[src/rtl/divider_seq_disp_board.sv]
// Sequential restoring divider (one quotient bit per clock, signed/unsigned) with
// divide-by-zero flag, multiplexed hex seven-segment display and status LEDs.
module divider_seq_disp_board #(
  parameter int unsigned WIDTH    = 16,
  parameter int unsigned DIGITS   = 4,
  parameter int unsigned SCAN_DIV = 50000
) (
  input  logic              clk,
  input  logic              rst,
  input  logic              start,
  input  logic [WIDTH-1:0]  dividend,
  input  logic [WIDTH-1:0]  divisor,
  input  logic              signed_mode,
  input  logic              show_rem,
  output logic              done,
  output logic              busy,
  output logic              div_zero,
  output logic [6:0]        out,
  output logic [DIGITS-1:0] an,
  output logic              led1,
  output logic              led2,
  output logic              led3,
  output logic              led4
);

  localparam int unsigned CW = $clog2(WIDTH + 1);
  localparam int unsigned DW = (DIGITS > 1) ? $clog2(DIGITS) : 1;
  localparam int unsigned SW = (SCAN_DIV > 1) ? $clog2(SCAN_DIV) : 1;
  localparam logic [CW-1:0] LAST_STEP = CW'(WIDTH - 1);
  localparam logic [DW-1:0] LAST_DIG  = DW'(DIGITS - 1);
  localparam logic [SW-1:0] LAST_SCAN = SW'(SCAN_DIV - 1);

  typedef enum logic [2:0] {S_IDLE, S_LOAD, S_CALC, S_FIX, S_DONE} state_t;

  state_t             r_state;
  logic               r_start_d;
  logic               r_done, r_busy, r_dz;
  logic               r_led1, r_led2, r_led3, r_led4;
  logic [WIDTH-1:0]   r_q, r_r;
  logic [WIDTH-1:0]   r_dq;
  logic [WIDTH-1:0]   r_dvs;
  logic [WIDTH-1:0]   r_rem;
  logic [CW-1:0]      r_cnt;
  logic               r_neg_q, r_neg_r;

  logic [SW-1:0]      r_scan;
  logic [DW-1:0]      r_digit;
  logic [6:0]         r_out;
  logic [DIGITS-1:0]  r_an;

  logic               w_accept;
  logic               w_a_neg, w_b_neg;
  logic [WIDTH-1:0]   w_abs_a, w_abs_b;
  logic [WIDTH:0]     w_rem_sh;
  logic               w_fits;
  logic [WIDTH-1:0]   w_diff;
  logic [WIDTH-1:0]   w_q_fix, w_r_fix;
  logic [WIDTH-1:0]   w_sel;
  logic [3:0]         w_nib;
  logic [6:0]         w_seg;

  assign w_accept = r_start_d & ~start & ((r_state == S_IDLE) | (r_state == S_DONE));

  assign w_a_neg  = signed_mode & dividend[WIDTH-1];
  assign w_b_neg  = signed_mode & divisor[WIDTH-1];
  assign w_abs_a  = w_a_neg ? -dividend : dividend;
  assign w_abs_b  = w_b_neg ? -divisor  : divisor;

  // Remainder stays below the divisor, so only the shifted value needs WIDTH+1 bits
  // and the difference is exact modulo 2^WIDTH.
  assign w_rem_sh = {r_rem, r_dq[WIDTH-1]};
  assign w_fits   = (w_rem_sh >= {1'b0, r_dvs});
  assign w_diff   = w_rem_sh[WIDTH-1:0] - r_dvs;

  assign w_q_fix  = r_neg_q ? -r_dq  : r_dq;
  assign w_r_fix  = r_neg_r ? -r_rem : r_rem;

  always_ff @(posedge clk) begin
    if (rst) begin
      r_state   <= S_IDLE;
      r_start_d <= 1'b1;
      r_done    <= 1'b0;
      r_busy    <= 1'b0;
      r_dz      <= 1'b0;
      r_led1    <= 1'b0;
      r_led2    <= 1'b0;
      r_led3    <= 1'b0;
      r_led4    <= 1'b0;
      r_q       <= '0;
      r_r       <= '0;
      r_dq      <= '0;
      r_dvs     <= '0;
      r_rem     <= '0;
      r_cnt     <= '0;
      r_neg_q   <= 1'b0;
      r_neg_r   <= 1'b0;
    end else begin
      r_start_d <= start;
      case (r_state)
        S_IDLE, S_DONE: begin
          // Flags drop on the accepting edge so done and busy never overlap.
          if (w_accept) begin
            r_state <= S_LOAD;
            r_busy  <= 1'b1;
            r_led1  <= 1'b1;
            r_done  <= 1'b0;
            r_led2  <= 1'b0;
            r_dz    <= 1'b0;
            r_led3  <= 1'b0;
          end
        end
        S_LOAD: begin
          r_neg_q <= w_a_neg ^ w_b_neg;
          r_neg_r <= w_a_neg;
          r_dq    <= w_abs_a;
          r_dvs   <= w_abs_b;
          r_rem   <= '0;
          r_cnt   <= '0;
          if (divisor == '0) begin
            r_q     <= '1;
            r_r     <= dividend;
            r_led4  <= 1'b1;
            r_dz    <= 1'b1;
            r_led3  <= 1'b1;
            r_done  <= 1'b1;
            r_led2  <= 1'b1;
            r_busy  <= 1'b0;
            r_led1  <= 1'b0;
            r_state <= S_DONE;
          end else begin
            r_state <= S_CALC;
          end
        end
        S_CALC: begin
          r_rem <= w_fits ? w_diff : w_rem_sh[WIDTH-1:0];
          r_dq  <= {r_dq[WIDTH-2:0], w_fits};
          r_cnt <= r_cnt + 1'b1;
          if (r_cnt == LAST_STEP) r_state <= S_FIX;
        end
        S_FIX: begin
          r_q     <= w_q_fix;
          r_r     <= w_r_fix;
          r_led4  <= w_q_fix[WIDTH-1];
          r_done  <= 1'b1;
          r_led2  <= 1'b1;
          r_busy  <= 1'b0;
          r_led1  <= 1'b0;
          r_state <= S_DONE;
        end
        default: r_state <= S_IDLE;
      endcase
    end
  end

  assign w_sel = show_rem ? r_r : r_q;
  assign w_nib = 4'(w_sel >> {r_digit, 2'b00});

  always_comb begin
    w_seg = 7'b1111111;
    case (w_nib)
      4'h0: w_seg = 7'b1000000;
      4'h1: w_seg = 7'b1111001;
      4'h2: w_seg = 7'b0100100;
      4'h3: w_seg = 7'b0110000;
      4'h4: w_seg = 7'b0011001;
      4'h5: w_seg = 7'b0010010;
      4'h6: w_seg = 7'b0000010;
      4'h7: w_seg = 7'b1111000;
      4'h8: w_seg = 7'b0000000;
      4'h9: w_seg = 7'b0010000;
      4'hA: w_seg = 7'b0001000;
      4'hB: w_seg = 7'b0000011;
      4'hC: w_seg = 7'b1000110;
      4'hD: w_seg = 7'b0100001;
      4'hE: w_seg = 7'b0000110;
      4'hF: w_seg = 7'b0001110;
      default: w_seg = 7'b1111111;
    endcase
  end

  // Segment and anode registers both follow r_digit, so they stay aligned.
  always_ff @(posedge clk) begin
    if (rst) begin
      r_scan  <= '0;
      r_digit <= '0;
      r_out   <= 7'b1000000;
      r_an    <= ~DIGITS'(1);
    end else begin
      if (r_scan == LAST_SCAN) begin
        r_scan  <= '0;
        r_digit <= (r_digit == LAST_DIG) ? '0 : r_digit + 1'b1;
      end else begin
        r_scan  <= r_scan + 1'b1;
      end
      r_out <= w_seg;
      r_an  <= ~(DIGITS'(1) << r_digit);
    end
  end

  assign done     = r_done;
  assign busy     = r_busy;
  assign div_zero = r_dz;
  assign out      = r_out;
  assign an       = r_an;
  assign led1     = r_led1;
  assign led2     = r_led2;
  assign led3     = r_led3;
  assign led4     = r_led4;

endmodule
[config.mk]
export PLATFORM = sky130hd
export DESIGN_NAME = divider_seq_disp_board
export DESIGN_NICKNAME = d
export VERILOG_FILES = /design/src/rtl/divider_seq_disp_board.sv
export SDC_FILE = /design/constraint.sdc
export NUM_CORES = 1
export LEC_CHECK = 0
export CORE_ASPECT_RATIO = 1.5
export CORE_UTILIZATION = 60
export DETAILED_ROUTE_END_ITERATION = 12
export GPL_ROUTABILITY_DRIVEN = 0
export PLACE_DENSITY = 0.81
export RECOVER_POWER = 50
export SYNTH_ARGS = -nofsm -noshare
export SYNTH_HDL_FRONTEND = slang
export SYNTH_SLANG_ARGS = --single-unit
[constraint.sdc]
create_clock -name clk -period 5.8 [get_ports clk]
set_input_delay 1.16 -clock clk [delete_from_list [all_inputs] [get_ports clk]]
set_output_delay 1.16 -clock clk [all_outputs]
set_load 0.1 [all_outputs]
==> flow_summary.ini <==
[synthesis]
synthAdderAreaFrac_pct = 5.842
synthMuxAreaShare_pct = 5.268
yosys-top-cells-count = dfxtp_1 (123), nor2_1 (119), nand2_1 (65)
synth_top_family_by_area = compound AO/OA/AOI/OAI gates
synthesis.nets = 965
yosys.area.top_type_share_pct = 33.23
synthSimpleGateAreaFrac_pct = 20.75
ys_types = 68
synthCells = 894
ys_seq_area_share_pct = 33.23
post-synth-top-area-cell = dfxtp_1
synthXorXnorAreaFrac_pct = 8.746
ys.flop_type = dfxtp_1
synthTopCellsByArea = dfxtp_1 (33%), nor2_1 (6.0%), ha_1 (5.6%)
yosysMostFrequentCell = dfxtp_1
synth_edf_count = 0
yosysWarnings = 0
synth-compound-area-share_pct = 21.10
postSynthAreaPerCell_sq_um = 8.290
async_reset_ff_share_pct = 0
ys_ff_latch = 123
synth_area_sq_um = 7411

[min_path]
whs_path_depth = 1
hold_path.class = flop to flop

[power_and_ir_drop]
total_power_mw = 2.781
leakagePower_nw = 3.230
powerDensity_nw_per_um2 = 321.5
irDropWorstVdd_mv = 0.2364

[sta]
rsz0062_at_grt = false
hold_ws_ps = 450.1
hold_viol = 0
final.min_clock_period_ps = 3413
relSlewSlack_pct = -36.69
worstMarginPinSlew_ps = 2050
fin_ws_ps = 2387
post-route-period-util_pct = 58.85
setup_viol = 0
fin_skew_ps = 9.661
fmax_mhz = 293.0
finalMaxSlewViolations = 48
fin_tns_setup_ps = 0

[place]
place_area_sq_um = 7980
io_buffers = 54
hpwl_mm = 14.76
dpl.cell_count = 1054
place_ws_ps = 2098

[floorplan]
num_rows = 49
core-area_sq_um = 12020
die_h_microns = 138.1
initial_core_util_pct = 61.67
dieArea_sq_um = 12810
ios = 55
dieWidth_microns = 92.74

[critical_path]
required_ps = 6000
r2r.worst_path.cells = 5
critPathCaptureType = flop
path_max_fanout = 13
critPathKind = input pin to flop
arrival_ps = 3610
worstSetupStartpointType = input pin

[grt]
grt_max_degree = 52
grt_pass1_vias = 6907
grt_use_total_pct = 32.97
antenna_found_initial = 0
grt-ovfl-total = 0
grt_pass1_wl_mm = 33.15

[drt]
avgRoutedWirePerCell_microns = 18.76
drc_errors = 0
drtPass1Iterations = 5
first_iter_violations = 346
vias = 6932
vias_per_cell = 6.383
routed_wl_mm = 20.37
postRouteAntennaNets = 0

[finish]
nets = 991
fin_cells = 1086
area_growth_pct = 16.70
n_antenna_cell = 0
postLayoutCellArea_sq_um = 8648
final_core_util_pct = 71.97
drive_gt1_share_pct = 7.395

[clocking]
cts.sinks = 123
clkLatencyLatePin_ps = 420
cts-buffers-inserted = 17
htree_num_levels = 4
cts_tree = yes
hold_buffers = 0
cts_root_buf = clkbuf_16
postCtsSetupRepairBufs = 0
cts_resized = 0
clk_path_buf_depth = 2
clk_pin_slew_worst_paths_ps = 60

[status]
status = finished, violations left
violations = max-capacitance violations, max-slew violations

[flow_run]
maxCapViolCount = 1
==> kinds of logic after synthesis <==
kind of cell,Yosys count
fa+ha+maj,34
xor+xnor,74
compound gates,224
mux,29
flops,123
simple gates,316
buf+inv,94
==> area by class of cell <==
cell class / instances / area (sq um)
clock buffers: 17 / 425.4
clock inverters: 15 / 247.7
fillers: 927 / 3368
inverters: 38 / 142.6
multi-input cells: 677 / 4581
flip-flops and latches: 123 / 2462
well taps: 153 / 191.4
repair buffers: 63 / 598.1
==> worst paths after layout <==
| path | start | end | slack [ps] |
|---|---|---|---|
| setup / recovery | show_rem | out[0]$_SDFF_PP0_ | 2390 |
| setup reg to reg | r_digit[0]$_SDFFE_PP0P_ | out[0]$_SDFF_PP0_ | 2820 |
| hold reg to reg | r_scan[0]$_SDFF_PP0_ | r_scan[0]$_SDFF_PP0_ | 450 |
| hold / removal | r_scan[0]$_SDFF_PP0_ | r_scan[0]$_SDFF_PP0_ | 450 |
==> per-layer routing <==
layer  track usage (%)  vias to the layer above  share of wire (%)
li1                  -                     3304                  -
met3             5.666                       80                4.1
met5                 0                        -                  0
met4             25.51                        0                7.4
met2             60.23                      244                 53
met1             32.00                     3304                 35
==> registers in the layout (all words and copies together) (netlist names), 2 cells and up <==
name	cells
r_digit	2
r_scan	16
an	4
r_cnt	5
r_state	3
r_rem	16
out	7
r_q	15
r_dq	16
r_r	16
r_dvs	16
==> worst max-delay path, cell delays in order <==
cell and delay [ps]:
clkdlybuf4s50_1 660, mux4_2 360, mux2i_1 870, nor2_1 200, o21ai_0 240, a31oi_1 120
==> layout by cell type (no fill, tap or decap), drive strengths merged, types with 32 or more instances in the layout <==
cell type,count
xor2,32
a211oi,36
inv,37
nand2,65
ha,33
clkdlybuf4s50,49
dfxtp,123
nor3,32
a21oi,47
xnor2,42
nor2,119
==> power by group <==
part / total, mW / leakage (nW) / switching (mW) / internal [mW]
clock network: 1.21 / 0.319 / 0.400 / 0.805
logic: 0.653 / 1.91 / 0.399 / 0.254
registers: 0.922 / 0.997 / 0.0428 / 0.879
total: 2.78 / 3.23 / 0.842 / 1.94
No activity file was read; power rests on OpenSTA's default activity.
